===== src/rtl/fetch_stream_writer_pkg.sv =====
// Shared fetch-path definitions: instruction width, PC step and PC type.
package fetch_stream_writer_pkg;

  localparam int unsigned InstWidth = 32;
  localparam int unsigned PcIncr    = 4;

  typedef logic [31:0] pc_t;

  // Force a PC onto a word boundary (low bits of a redirect target are ignored).
  function automatic pc_t align_pc(input pc_t pc);
    return pc & ~pc_t'(PcIncr - 1);
  endfunction

endpackage


===== src/rtl/fetch_stream_writer_fifo.sv =====
// Single-read single-write FIFO used as the fetch response buffer.
// Data written in a cycle becomes readable the following cycle.
// Overflow is not guarded here; the writer's credit counter prevents it.
module fetch_stream_writer_fifo #(
  parameter int unsigned Width     = 32,
  parameter int unsigned DepthLog2 = 2
) (
  input  logic             clk_i,
  input  logic             rst_ni,
  input  logic             wr_valid_i,
  input  logic [Width-1:0] wr_data_i,
  output logic             rd_valid_o,
  output logic [Width-1:0] rd_data_o,
  input  logic             rd_ready_i
);

  localparam int unsigned Depth = 2 ** DepthLog2;
  localparam int unsigned PtrW  = DepthLog2 + 1;

  logic [Width-1:0] mem_q [Depth];
  logic [PtrW-1:0]  wr_ptr_q, wr_ptr_d;
  logic [PtrW-1:0]  rd_ptr_q, rd_ptr_d;
  logic             do_rd;

  assign rd_valid_o = (wr_ptr_q != rd_ptr_q);
  assign rd_data_o  = mem_q[rd_ptr_q[DepthLog2-1:0]];
  assign do_rd      = rd_valid_o && rd_ready_i;
  assign wr_ptr_d   = wr_ptr_q + PtrW'(wr_valid_i);
  assign rd_ptr_d   = rd_ptr_q + PtrW'(do_rd);

  // Pointer state; clearing both pointers empties the buffer.
  always_ff @(posedge clk_i) begin
    if (!rst_ni) begin
      wr_ptr_q <= '0;
      rd_ptr_q <= '0;
    end else begin
      wr_ptr_q <= wr_ptr_d;
      rd_ptr_q <= rd_ptr_d;
    end
  end

  // Storage array; contents need no reset since the pointers gate visibility.
  always_ff @(posedge clk_i) begin
    if (wr_valid_i) begin
      mem_q[wr_ptr_q[DepthLog2-1:0]] <= wr_data_i;
    end
  end

endmodule


===== src/rtl/fetch_stream_writer.sv =====
// Fetch producer: issues sequential word reads, buffers in-order responses
// and streams them to decode tagged with their PC. A redirect restarts
// fetch and discards responses to requests issued before it.
module fetch_stream_writer
  import fetch_stream_writer_pkg::*;
#(
  parameter int unsigned DepthLog2 = 2,
  parameter logic [31:0] ResetAddr = 32'h0000_0000
) (
  input  logic        clk_i,
  input  logic        rst_i,
  input  logic        redirect_valid_i,
  input  logic [31:0] redirect_pc_i,
  output logic        req_valid_o,
  output logic [31:0] req_addr_o,
  input  logic        req_ready_i,
  input  logic        rsp_valid_i,
  input  logic [31:0] rsp_data_i,
  output logic        inst_valid_o,
  output logic [31:0] inst_data_o,
  output logic [31:0] inst_pc_o,
  input  logic        inst_ready_i
);

  localparam int unsigned     Depth    = 2 ** DepthLog2;
  localparam int unsigned     CntW     = DepthLog2 + 1;
  localparam logic [CntW-1:0] DepthCnt = CntW'(Depth);

  pc_t             pc_q, pc_d;
  pc_t             out_pc_q, out_pc_d;
  logic [CntW-1:0] count_q, count_d;
  logic [CntW-1:0] inflight_q, inflight_d;
  logic [CntW-1:0] drop_q, drop_d;

  logic issue, pop, push, drop_rsp;
  logic buf_valid, buf_rst_n, buf_rd_ready;

  // Issue is blocked while stale responses are pending so that every response
  // after the drop window belongs to the current fetch stream.
  assign req_valid_o  = !rst_i && !redirect_valid_i && (drop_q == '0) && (count_q < DepthCnt);
  assign req_addr_o   = pc_q;
  assign inst_valid_o = buf_valid && !redirect_valid_i && !rst_i;
  assign inst_pc_o    = out_pc_q;

  assign issue    = req_valid_o && req_ready_i;
  assign pop      = inst_valid_o && inst_ready_i;
  assign drop_rsp = rsp_valid_i && (drop_q != '0);
  assign push     = rsp_valid_i && (drop_q == '0);

  assign buf_rst_n    = !(rst_i || redirect_valid_i);
  assign buf_rd_ready = inst_ready_i && !redirect_valid_i;

  fetch_stream_writer_fifo #(
    .Width     (InstWidth),
    .DepthLog2 (DepthLog2)
  ) u_rsp_buf (
    .clk_i      (clk_i),
    .rst_ni     (buf_rst_n),
    .wr_valid_i (push),
    .wr_data_i  (rsp_data_i),
    .rd_valid_o (buf_valid),
    .rd_data_o  (inst_data_o),
    .rd_ready_i (buf_rd_ready)
  );

  // Next-state for PCs and credit counters; a redirect overrides everything
  // and converts all outstanding requests into responses to be discarded.
  always_comb begin
    pc_d       = pc_q;
    out_pc_d   = out_pc_q;
    count_d    = count_q;
    inflight_d = inflight_q;
    drop_d     = drop_q;
    if (redirect_valid_i) begin
      pc_d       = align_pc(redirect_pc_i);
      out_pc_d   = align_pc(redirect_pc_i);
      count_d    = '0;
      inflight_d = '0;
      drop_d     = drop_q + inflight_q - CntW'(rsp_valid_i);
    end else begin
      if (issue) pc_d = pc_q + pc_t'(PcIncr);
      if (pop) out_pc_d = out_pc_q + pc_t'(PcIncr);
      count_d    = count_q + CntW'(issue) - CntW'(pop);
      inflight_d = inflight_q + CntW'(issue) - CntW'(push);
      drop_d     = drop_q - CntW'(drop_rsp);
    end
  end

  // State registers with synchronous reset.
  always_ff @(posedge clk_i) begin
    if (rst_i) begin
      pc_q       <= ResetAddr;
      out_pc_q   <= ResetAddr;
      count_q    <= '0;
      inflight_q <= '0;
      drop_q     <= '0;
    end else begin
      pc_q       <= pc_d;
      out_pc_q   <= out_pc_d;
      count_q    <= count_d;
      inflight_q <= inflight_d;
      drop_q     <= drop_d;
    end
  end

  // A response with nothing outstanding means the memory broke protocol.
  assert property (@(posedge clk_i) disable iff (rst_i)
    !(rsp_valid_i && (inflight_q == '0) && (drop_q == '0)));

endmodule

===== config.mk =====
export PLATFORM = sky130hd
export DESIGN_NAME = fetch_stream_writer
export DESIGN_NICKNAME = d
export VERILOG_FILES = /design/src/rtl/fetch_stream_writer_pkg.sv /design/src/rtl/fetch_stream_writer_fifo.sv /design/src/rtl/fetch_stream_writer.sv
export SDC_FILE = /design/constraint.sdc
export NUM_CORES = 1
export LEC_CHECK = 0
export ABC_AREA = 1
export CORE_MARGIN = 5
export CORE_UTILIZATION = 45
export DETAILED_ROUTE_END_ITERATION = 16
export PLACE_DENSITY = 0.7
export SLEW_MARGIN = 10
export SYNTH_ARGS = -nofsm -noshare
export SYNTH_HDL_FRONTEND = slang
export SYNTH_HIERARCHICAL = 1
export SYNTH_SLANG_ARGS = --single-unit

===== constraint.sdc =====
create_clock -name clk_i -period 8.3 [get_ports clk_i]
set_input_delay 1.245 -clock clk_i [delete_from_list [all_inputs] [get_ports clk_i]]
set_output_delay 1.245 -clock clk_i [all_outputs]
set_load 0.02 [all_outputs]

# Word-level counts from Yosys, hierarchy flattened
# Memory sizes are Yosys's and may differ from the RTL's. A register that Yosys moved wholly into a read port is not among the register bits.
# Index checks and enable logic that the tools add are counted.
[op_classes] addsub=11 order_cmp=1 eq_ne=1 n_mux=8 reduce_logical=19
[ops] op="32-bit 2-to-1 mux" count=4
[ops] op="32-bit by 3-bit adder with 32-bit output, second input constant" count=2
[ops] op="3-bit by 1-bit adder with 3-bit output" count=4
[ops] op="3-bit by 1-bit subtractor with 3-bit output" count=4
[ops] op="1-bit logical AND" count=11
[ops] op="2-bit nonzero test" count=2
[ops] op="3-bit adder" count=1
[ops] op="3-bit zero test" count=1
[ops] op="3-bit less-than comparator, second input constant" count=1
[ops] op="3-bit 2-to-1 mux" count=1
[ops] op="3-bit inequality test" count=1
[ops] op="3-bit nonzero test" count=1
[ops] op="1-bit zero test" count=2
[ops] op="1-bit 2-to-1 mux" count=2
[ops] op="2-bit 2-to-1 mux" count=1
[ops] op="2-bit OR reduction" count=1
[ops] op="1-bit logical OR" count=1
[word_totals] regBits=79 ramBits=128 in_bits=70 output_inout_bits=98 elab_cells=50 n_memories=1
[memory_table] name="u_rsp_buf.mem_q" depth=4 word_bits=32 read_ports=1 rd_clocked_by_memory_dff=1 wr=1 line="fetch_stream_writer_fifo.sv:20" source="logic [Width-1:0] mem_q [Depth];"

# Longest topological paths before layout
# Gate-level depths: netlist of run 1.
[depth] word_depth=7 mapped_depth=18 depth_no_buf=15

# Hierarchy
# Netlist of run 1, hierarchy kept.
[by_module_without_submodules] module="fetch_stream_writer_fifo" instances=1 cells_per_inst=355 area_per_inst_um2=5053.6 seq_area_each_um2=3963.8
[by_module_without_submodules] module="fetch_stream_writer" instances=1 cells_per_inst=779 area_per_inst_um2=4718.3 seq_area_each_um2=1381.3

# Worst setup path before layout of run 1
# OpenSTA, ideal clock, no wires.
[synth_path] kind="input port to flip-flop" start="input port rsp_valid_i" end="memory u_rsp_buf.mem_q[2][0], enable pin" setup_ps=461 arrival_time_ps=3752 t_required_ps=7839 slack_ps=4086 cell_stages=4 path_buffers=0 path_cell_list="inv_1 -> nor2_1 -> inv_1 -> nor3_1"
[synth_via] elab_chain_cells=3
[synth_lines] element="start: declaration" line="fetch_stream_writer.sv:17" source="input logic rsp_valid_i,"
[synth_lines] element="1-bit logical AND" line="fetch_stream_writer.sv:48" source="assign push = rsp_valid_i && (drop_q == '0);"
[synth_lines] element="net push" line="fetch_stream_writer.sv:35" source="logic issue, pop, push, drop_rsp;"
[synth_lines] element="1-bit 2-to-1 mux" line="fetch_stream_writer_fifo.sv:44" source="if (wr_valid_i) begin"
[synth_lines] element="1-bit 2-to-1 mux (implied by the code)" line="fetch_stream_writer_fifo.sv:45" source="mem_q[wr_ptr_q[DepthLog2-1:0]] <= wr_data_i;"
[synth_lines] element="end: declaration" line="fetch_stream_writer_fifo.sv:20"
# The timed path passes the listed nets, and every way through them passes these cells.

# Final worst setup path of run 1
[layout_path] start="input port redirect_valid_i" end="output port req_valid_o"
[layout_via] elab_chain_cells=4
[layout_lines] element="start: declaration" line="fetch_stream_writer.sv:12" source="input logic redirect_valid_i,"
[layout_lines] element="1-bit zero test" line="fetch_stream_writer.sv:40" source="assign req_valid_o = !rst_i && !redirect_valid_i && (drop_q == '0) && (count_q < DepthCnt);"
[layout_lines] element="1-bit logical AND (3 in a row)" line="fetch_stream_writer.sv:40"
[layout_lines] element="end: declaration" line="fetch_stream_writer.sv:14" source="output logic req_valid_o,"
# No other way between the ends.

==> impl_metrics.py, run 1 <==
metrics = {
    "logic_synthesis": {
        "synth_ff_type": "edfxtp_1",
        "synth_top_area_cell": "edfxtp_1",
        "synthTopCellsByCount": "235 x nand2_1, 171 x nor2_1, 128 x edfxtp_1",
        "synthArstFlopShare_pct": 0,
        "ys_ff_latch": 203,
        "ys_seq_area_share_pct": 54.70,
        "synth_compound_area_share_pct": 11.46,
        "synth_adder_area_share_pct": 2.535,
        "yosys.area_share.simple_pct": 22.09,
        "synth_top_area_share_pct": 39.33,
        "avgSynthCellArea_um2": 8.617,
        "synth_edf_count": 128,
        "yosys_warnings": 6,
        "synth_top_family_by_area": "simple AND/OR/NAND/NOR gates",
        "yosysMostFrequentCell": "nand2_1",
        "synth-xor-area-share_pct": 1.882,
        "synthCells": 1134,
        "syn_area_um2": 9772,
        "synth.area.top_cells": "edfxtp_1 39%, dfxtp_1 15%, nand2_1 9.0%, nor2_1 6.6%, inv_1 4.2%",
        "muxShareOfSynthArea_pct": 0,
        "synth.distinct_cells": 36,
    },
    "timing": {
        "setup-violations-final": 0,
        "slew_viol_final": 0,
        "fmax_mhz": 206.8,
        "slew_headroom_pct": 22.96,
        "rsz0062_at_grt": "false",
        "layout_setup_ws_ns": 3.464,
        "fin_crit_ns": 4.836,
        "clock_skew_ns": 0.008273,
        "hold_viol": 0,
        "tns_ns": 0,
        "period_share_pct": 58.26,
        "worst_slew_pin_slew_ns": 1.156,
    },
    "critical_path": {
        "cp_cell_sequence": "clkdlybuf4s50_1 > buf_4 > inv_2 > nand2_1 > nor3_1 > clkdlybuf4s50_1",
        "endpoint_kind": "primary output",
        "max_stage_delay_ns": 0.64,
        "critPathKind": "in -> out",
        "arrival_ns": 3.59,
        "crit_path_start_kind": "input pin",
        "critPathSlowestCell": "clkdlybuf4s50_1",
        "critPathRequiredTime_ns": 7.05,
        "worst-path-max-fanout": 40,
        "crit_top_cell": "clkdlybuf4s50_1",
    },
    "clock_network": {
        "h-tree-depth": 1,
        "cts_tree": "yes",
        "clock-root-buffer": "clkbuf_16",
        "postCtsResizedCells": 0,
        "hold_buffers": 0,
        "clk_path_buf_depth": 3,
        "path_clk_slew_ns": 0.06,
        "cts_made_buffers": 23,
        "clk_latency_ns": 0.49,
        "post_cts.repair.setup_buffers": 0,
        "cts_sinks": 203,
    },
    "placed_design": {
        "hpwlAfterDp_um": 17580,
        "dp_slack_ns": 3.441,
        "port_buffers": 161,
        "globalplace.congestion": 0.9167,
    },
    "pwr": {
        "p_leak_nw": 4.578,
        "ir_worst_vdd_mv": 0.1223,
        "power_density_nw_per_um2": 221.4,
    },
    "final_layout": {
        "final_util_pct": 56.92,
        "fill_cells": 1878,
        "drive_above_1_share_pct": 5.688,
        "n_antenna_cell": 0,
        "layout.nets": 1373,
        "area_delta_synth_final_pct": 25.93,
    },
    "floorplanning": {
        "dieArea_um2": 24760,
        "initial_utilization_pct": 45.20,
        "die-width_um": 157.4,
        "rows": 54,
        "core_um2": 21620,
        "fp.dieH_um": 157.4,
        "top_level_ports": 168,
    },
    "detailed_routing": {
        "routed_wl_um": 26090,
        "drt-initial-drc-count": 466,
        "post_drt_via_cell_ratio": 5.211,
        "first_pass_iters": 5,
        "antenna_left": 0,
        "drc": 0,
        "wire_per_inst_um": 16.50,
        "vias": 8239,
    },
    "global_route": {
        "grt_util_met3_pct": 4.179,
        "track_usage_pct": 20.75,
        "grt_max_degree": 67,
        "grtUsageMet1_pct": 26.92,
        "overflow": 0,
        "antenna_found_initial": 0,
        "grt_pass1_wl_um": 41310,
        "grt_pass1_vias": 7901,
        "met2_usage_pct": 35.62,
        "grt.busiest_layer": "met2",
    },
    "outcome": {
        "status": "finished clean",
    },
    "hold_path": {
        "hold_class": "reg -> reg",
    },
    "job": {
        "drv_cap": 0,
    },
}
final cells by class:
type,instances,area (um2),share of cell area [%]
Sequential cell,203,5346,43.45
Multi-Input combinational cell,772,3745,30.43
Timing Repair Buffer,169,1667,13.54
Clock buffer,33,656.9,5.338
Inverter,116,439.2,3.569
Tap cell,280,350.3,2.847
Clock inverter,8,101.3,0.8236
routing by layer:
| layer | part of all wire (%) | vias to the layer above |
|---|---|---|
| li1 | - | 4105 |
| met1 | 41 | 3793 |
| met2 | 48 | 295 |
| met3 | 8.0 | 46 |
| met4 | 2.4 | 0 |
| met5 | 0 | - |
critical path, delay by kind of cell:
kind                   cells  cell delay, ns
buffers and inverters      4            1.70
and+or+nand+nor            2            0.63
power breakdown:
| part | internal [mW] | switching, mW | total, mW |
|---|---|---|---|
| sequential | 1.16 | 0.0486 | 1.21 |
| combinational | 0.217 | 0.287 | 0.504 |
| clock | 0.614 | 0.396 | 1.01 |
registers in the layout, summed over array words and instances, names as in the netlist:
signal	flops
u_rsp_buf/wr_ptr_q	3
u_rsp_buf/mem_q	128
inflight_q	3
u_rsp_buf/rd_ptr_q	3
inst_pc_o	30
count_q	3
req_addr_o	30
drop_q	3
worst paths after layout:
kind | start | endpoint | slack (ns) | cells past startpoint
max | redirect_valid_i | req_valid_o | 3.46 | 6
min | u_rsp_buf/rd_ptr_q[2]$_SDFF_PN0_ | u_rsp_buf/rd_ptr_q[2]$_SDFF_PN0_ | 0.50 | 2
max reg2reg | u_rsp_buf/rd_ptr_q[1]$_SDFF_PN0_ | count_q[2]$_SDFF_PP0_ | 4.81 | 16
min reg2reg | u_rsp_buf/rd_ptr_q[2]$_SDFF_PN0_ | u_rsp_buf/rd_ptr_q[2]$_SDFF_PN0_ | 0.50 | 2
kinds of logic after synthesis:
group / after synthesis
buffers and inverters: 162
AOI/OAI and AO/OA: 210
adders and majority gates: 18
xor gates and xnor gates: 21
and+or+nand+nor: 519
other: 1
DFF: 203
cells in the final DEF (no fill, tap or decap), types with 7 or more instances in the layout:
master | Yosys | layout
nor2_2 | 7 | 7
inv_1 | 109 | 109
xor2_1 | 12 | 12
buf_4 | 7 | 8
o21ai_1 | 30 | 30
a21oi_1 | 57 | 57
edfxtp_1 | 128 | 128
dfxtp_1 | 75 | 74
clkbuf_16 | 0 | 23
xnor2_1 | 9 | 9
nand3b_1 | 9 | 9
nor2_1 | 171 | 171
o21ai_0 | 75 | 75
nand2_1 | 235 | 235
clkdlybuf4s50_1 | 0 | 160
o22ai_1 | 37 | 37
nand3_1 | 75 | 75
ha_1 | 15 | 15
metrics by stage:
stage / total power, mW / instance area [um2] / instances / hold WS (ns)
4_1_cts: 2.755 / 12310 / 1581 / 0.5026
3_3_place_gp: 1.731 / 11550 / 1540 / 0.4836
2_1_floorplan: 1.516 / 9783 / 1137 / 0.4739
3_5_place_dp: 1.739 / 11550 / 1540 / 0.4952
6_report: 2.725 / 12310 / 1581 / 0.5010
5_1_grt: 2.852 / 12310 / 1581 / 0.5350
Power figures use the tool's default switching activity.
==> run 2: changes to the inputs <==
==> constraint.sdc (replaced) <==
create_clock -name clk_i -period 4.8 [get_ports clk_i]
set_input_delay 0.72 -clock clk_i [delete_from_list [all_inputs] [get_ports clk_i]]
set_output_delay 0.72 -clock clk_i [all_outputs]
set_load 0.02 [all_outputs]
==> impl_metrics.py, run 2 (same netlist as run 1, synthesis figures left out) <==
metrics = {
    "floorplanning": {
        "initial_utilization_pct": 45.20,
        "core_um2": 21620,
        "rows": 54,
        "dieArea_um2": 24760,
        "fp.dieH_um": 157.4,
        "top_level_ports": 168,
        "die-width_um": 157.4,
    },
    "final_layout": {
        "fill_cells": 1915,
        "layout.nets": 1376,
        "largest_reg_flops": 128,
        "seq_area_um2": 5346,
        "n_antenna_cell": 0,
        "mostFrequentLayoutCells": "235 x nand2_1, 171 x nor2_1, 160 x clkdlybuf4s50_1",
        "multiInputGateArea_um2": 3745,
        "area_delta_synth_final_pct": 26.35,
        "drive_above_1_share_pct": 5.909,
        "fin_area_um2": 12350,
        "final_common_cell": "nand2_1",
    },
    "global_route": {
        "grt_max_degree": 67,
        "antenna_found_initial": 0,
        "grt_pass1_wl_um": 41040,
        "track_usage_pct": 20.81,
        "overflow": 0,
        "grt_pass1_vias": 7876,
    },
    "clock_network": {
        "post_cts.repair.setup_buffers": 0,
        "cts_made_buffers": 22,
        "clk_latency_ns": 0.50,
        "cts_sinks": 203,
        "clock-root-buffer": "clkbuf_16",
        "path_clk_slew_ns": 0.06,
        "clk_path_buf_depth": 3,
        "hold_buffers": 0,
        "postCtsResizedCells": 0,
        "cts_tree": "yes",
        "h-tree-depth": 1,
    },
    "placed_design": {
        "placed_area_um2": 11580,
        "hpwlAfterDp_um": 17990,
        "port_buffers": 161,
        "dp_slack_ns": 0.9849,
        "globalplace.congestion": 0.9764,
    },
    "timing": {
        "slew_headroom_pct": 44.82,
        "setup-violations-final": 0,
        "period_share_pct": 69.50,
        "layout_setup_ws_ns": 1.464,
        "hold_slack_ns": 0.5020,
        "tns_ns": 0,
        "slew_viol_final": 0,
        "hold_viol": 0,
        "rsz0062_at_grt": "false",
        "worst_slew_pin_slew_ns": 0.8256,
        "fmax_mhz": 299.8,
        "fin_crit_ns": 3.336,
        "clock_skew_ns": 0.01764,
    },
    "critical_path": {
        "timing.rr.end": "count_q[2]$_SDFF_PP0_",
        "critPathRequiredTime_ns": 5.22,
        "endpoint_kind": "register",
        "worstReg2RegStart": "u_rsp_buf/rd_ptr_q[0]$_SDFF_PN0_",
        "crit_path_start_kind": "input pin",
        "ff2ff_setup_slack_ns": 1.61,
        "reg2reg_depth": 15,
        "worst-path-max-fanout": 25,
        "arrival_ns": 3.76,
        "critPathKind": "in -> reg",
    },
    "hold_path": {
        "worstHoldStart": "u_rsp_buf/rd_ptr_q[2]$_SDFF_PN0_",
        "hold_class": "reg -> reg",
        "min_path_cells": 2,
        "holdPathEnd": "u_rsp_buf/rd_ptr_q[2]$_SDFF_PN0_",
    },
    "detailed_routing": {
        "antenna_left": 0,
        "drt-initial-drc-count": 495,
        "wire_per_inst_um": 16.60,
        "drc": 0,
        "post_drt_via_cell_ratio": 5.218,
        "vias": 8260,
        "first_pass_iters": 6,
        "routed_wl_um": 26280,
    },
    "job": {
        "drv_cap": 0,
    },
    "pwr": {
        "power_density_nw_per_um2": 385.1,
        "p_leak_nw": 4.594,
        "ir_worst_vdd_mv": 0.1965,
    },
    "outcome": {
        "status": "finished clean",
    },
}
[run 2: layout make-up]
cell class / count / area share, %
clock buffers: 25 / 4.722
clock inverters: 14 / 1.510
inverters: 116 / 3.557
multi-input cells: 772 / 30.33
flip-flops and latches: 203 / 43.30
well taps: 280 / 2.837
repair buffers: 173 / 13.74
[run 2: metrics by stage]
stage	power [mW]	utilization (%)	std cells
after floorplan	2.622	-	1137
after global placement	3.000	53.55	1544
after detailed placement	3.014	53.55	1544
after CTS	4.798	57.11	1583
after global routing	4.992	57.11	1583
final	4.754	57.11	1583
[run 2: power breakdown]
group          internal, mW  switching (mW)
logic                 0.377           0.503
registers              2.01          0.0848
clock network          1.09           0.687
[run 2: worst max path at each step]
stage,from,end,slack [ns],depth (start not counted)
2_1_floorplan,rsp_valid_i,u_rsp_buf/mem_q[2][0]$_DFFE_PP_,1.11,4
6_report,redirect_valid_i,count_q[2]$_SDFF_PP0_,1.46,12
3_3_place_gp,redirect_valid_i,count_q[2]$_SDFF_PP0_,1.03,12
4_1_cts,redirect_valid_i,req_valid_o,1.49,6
5_1_grt,redirect_valid_i,count_q[2]$_SDFF_PP0_,1.30,12
3_5_place_dp,redirect_valid_i,count_q[2]$_SDFF_PP0_,0.98,12
[run 2: worst max-delay path, cell delays in order]
cell and delay (ns):
clkdlybuf4s50_1 0.61, nor2_2 0.18, buf_4 0.24, nand3_2 0.20, inv_2 0.43, ha_1 0.32, inv_1 0.06, ha_1 0.14
inv_1 0.05, fa_1 0.38, or2_2 0.30, a21oi_1 0.12
[run 2: layer usage]
metal	track usage, %	vias to the layer above	part of all wire, %
li1	-	4097	-
met1	26.69	3807	41
met2	35.88	311	49
met3	3.904	45	8.1
met4	6.309	0	2.6
met5	0	-	0
==> run 3: changes to the inputs <==
==> constraint.sdc (replaced) <==
create_clock -name clk_i -period 3.26 [get_ports clk_i]
set_input_delay 0.489 -clock clk_i [delete_from_list [all_inputs] [get_ports clk_i]]
set_output_delay 0.489 -clock clk_i [all_outputs]
set_load 0.02 [all_outputs]
==> impl_metrics.py, run 3 (same netlist as run 1, synthesis figures left out) <==
metrics = {
    "timing": {
        "tns_ns": 0,
        "fin_crit_ns": 2.964,
        "hold_viol": 0,
        "period_share_pct": 90.92,
        "slew_viol_final": 0,
        "layout_setup_ws_ns": 0.2962,
        "rsz0062_at_grt": "false",
        "setup-violations-final": 0,
        "fmax_mhz": 337.4,
        "hold_slack_ns": 0.3752,
        "worst_slew_pin_slew_ns": 0.6692,
        "slew_headroom_pct": 55.39,
        "clock_skew_ns": 0.01639,
    },
    "hold_path": {
        "holdPathEnd": "inst_pc_o[28]$_SDFFE_PP0P_",
        "worstHoldStart": "rst_i",
        "min_path_cells": 2,
        "hold_class": "in -> reg",
    },
    "global_route": {
        "overflow": 0,
        "antenna_found_initial": 0,
        "grt_pass1_vias": 7881,
        "grt_max_degree": 65,
        "grt_pass1_wl_um": 41290,
        "track_usage_pct": 20.80,
    },
    "placed_design": {
        "port_buffers": 161,
        "dp_slack_ns": 0.5005,
        "dp_cells": 1550,
        "globalplace.congestion": 0.9436,
        "hpwlAfterDp_um": 18330,
    },
    "critical_path": {
        "reg2reg_depth": 15,
        "worst-path-buf-inv": 2,
        "timing.rr.end": "count_q[2]$_SDFF_PP0_",
        "worstReg2RegStart": "u_rsp_buf/rd_ptr_q[0]$_SDFF_PN0_",
        "critPathSlowestCell": "clkdlybuf4s50_1",
        "endpoint_kind": "primary output",
        "cp_cell_sequence": "buf_4 > o21ai_0 > o22ai_1 > clkdlybuf4s50_1",
        "crit_path_start_kind": "register",
        "worst-path-max-fanout": 23,
        "critPathKind": "reg -> out",
        "cp_top_family": "buffers and inverters",
        "ff2ff_setup_slack_ns": 0.67,
        "critPathRequiredTime_ns": 2.77,
        "max_stage_delay_ns": 0.64,
        "arrival_ns": 2.47,
    },
    "final_layout": {
        "layout.nets": 1383,
        "drive_above_1_share_pct": 5.887,
        "fill_cells": 1923,
        "n_antenna_cell": 0,
        "area_delta_synth_final_pct": 26.25,
        "final_common_cell": "nand2_1",
        "mostFrequentLayoutCells": "235 x nand2_1, 171 x nor2_1, 160 x clkdlybuf4s50_1",
        "fin_cells": 1588,
        "largest_reg_flops": 128,
    },
    "pwr": {
        "clockPowerShare_pct": 36.1,
        "ir_worst_vdd_mv": 0.2379,
        "p_comb_share_pct": 18.9,
        "power_density_nw_per_um2": 555.9,
        "p_seq_share_pct": 45.0,
        "intPower_mw": 5.027,
        "p_switching_mw": 1.831,
        "p_leak_nw": 4.607,
        "total_power_mw": 6.858,
        "p_sw_share_pct": 26.70,
    },
    "job": {
        "drv_cap": 0,
    },
    "detailed_routing": {
        "post_drt_via_cell_ratio": 5.212,
        "antenna_left": 0,
        "vias": 8277,
        "drc": 0,
        "routed_wl_um": 26170,
        "wire_per_inst_um": 16.48,
        "first_pass_iters": 5,
        "drt-initial-drc-count": 507,
    },
    "floorplanning": {
        "rows": 54,
        "die-width_um": 157.4,
        "initial_utilization_pct": 45.20,
        "dieArea_um2": 24760,
        "top_level_ports": 168,
        "fp.dieH_um": 157.4,
        "core_um2": 21620,
    },
    "clock_network": {
        "clk_path_buf_depth": 3,
        "post_cts.repair.setup_buffers": 0,
        "clk_latency_ns": 0.50,
        "path_clk_slew_ns": 0.06,
        "clock-root-buffer": "clkbuf_16",
        "h-tree-depth": 1,
        "hold_buffers": 0,
        "postCtsResizedCells": 0,
        "cts_tree": "yes",
        "cts_sinks": 203,
        "cts_made_buffers": 23,
    },
    "outcome": {
        "status": "finished clean",
    },
}
[run 3: layer usage]
layer	up-vias	GRT usage [%]	routed length [um]
met4	0	5.244	603
met3	40	3.547	1940
li1	4122	-	-
met5	-	0	0
met2	265	35.27	12530
met1	3850	27.86	11100
[run 3: per-stage QoR]
stage / instance area, um2 / util [%]
6_report: 12340 / 57.06
5_1_grt: 12340 / 57.06
4_1_cts: 12340 / 57.06
3_5_place_dp: 11620 / 53.76
3_3_place_gp: 11620 / 53.76
2_1_floorplan: 9783 / -
[run 3: final cells by class]
| cell class | instances | area (um2) | share of cell area (%) |
|---|---|---|---|
| Sequential cell | 203 | 5346 | 43.34 |
| Multi-Input combinational cell | 772 | 3745 | 30.36 |
| Timing Repair Buffer | 179 | 1742 | 14.12 |
| Clock buffer | 25 | 583.1 | 4.726 |
| Inverter | 116 | 439.2 | 3.560 |
| Tap cell | 280 | 350.3 | 2.840 |
| Clock inverter | 13 | 131.4 | 1.065 |
[run 3: power by group through the flow]
stage	Combinational (mW)	Sequential, mW	Clock, mW
detailed placement	1.31	3.14	0
global placement	1.29	3.13	0
floorplan	0.689	3.17	0
finish	1.30	3.08	2.47
CTS	1.31	3.08	2.53
global route	1.42	3.11	2.65
[run 3: how the worst max path moves through the flow]
stage	startpoint	endpoint	slack (ns)	cells past startpoint
detailed placement	redirect_valid_i	count_q[2]$_SDFF_PP0_	0.50	12
CTS	u_rsp_buf/rd_ptr_q[1]$_SDFF_PN0_	inst_data_o[18]	0.27	4
global route	u_rsp_buf/rd_ptr_q[1]$_SDFF_PN0_	inst_data_o[17]	0.12	4
floorplan	drop_q[1]$_SDFF_PP0_	u_rsp_buf/mem_q[2][0]$_DFFE_PP_	-0.28	5
finish	u_rsp_buf/rd_ptr_q[1]$_SDFF_PN0_	inst_data_o[20]	0.30	4
global placement	redirect_valid_i	inflight_q[2]$_SDFF_PP0_	0.51	12
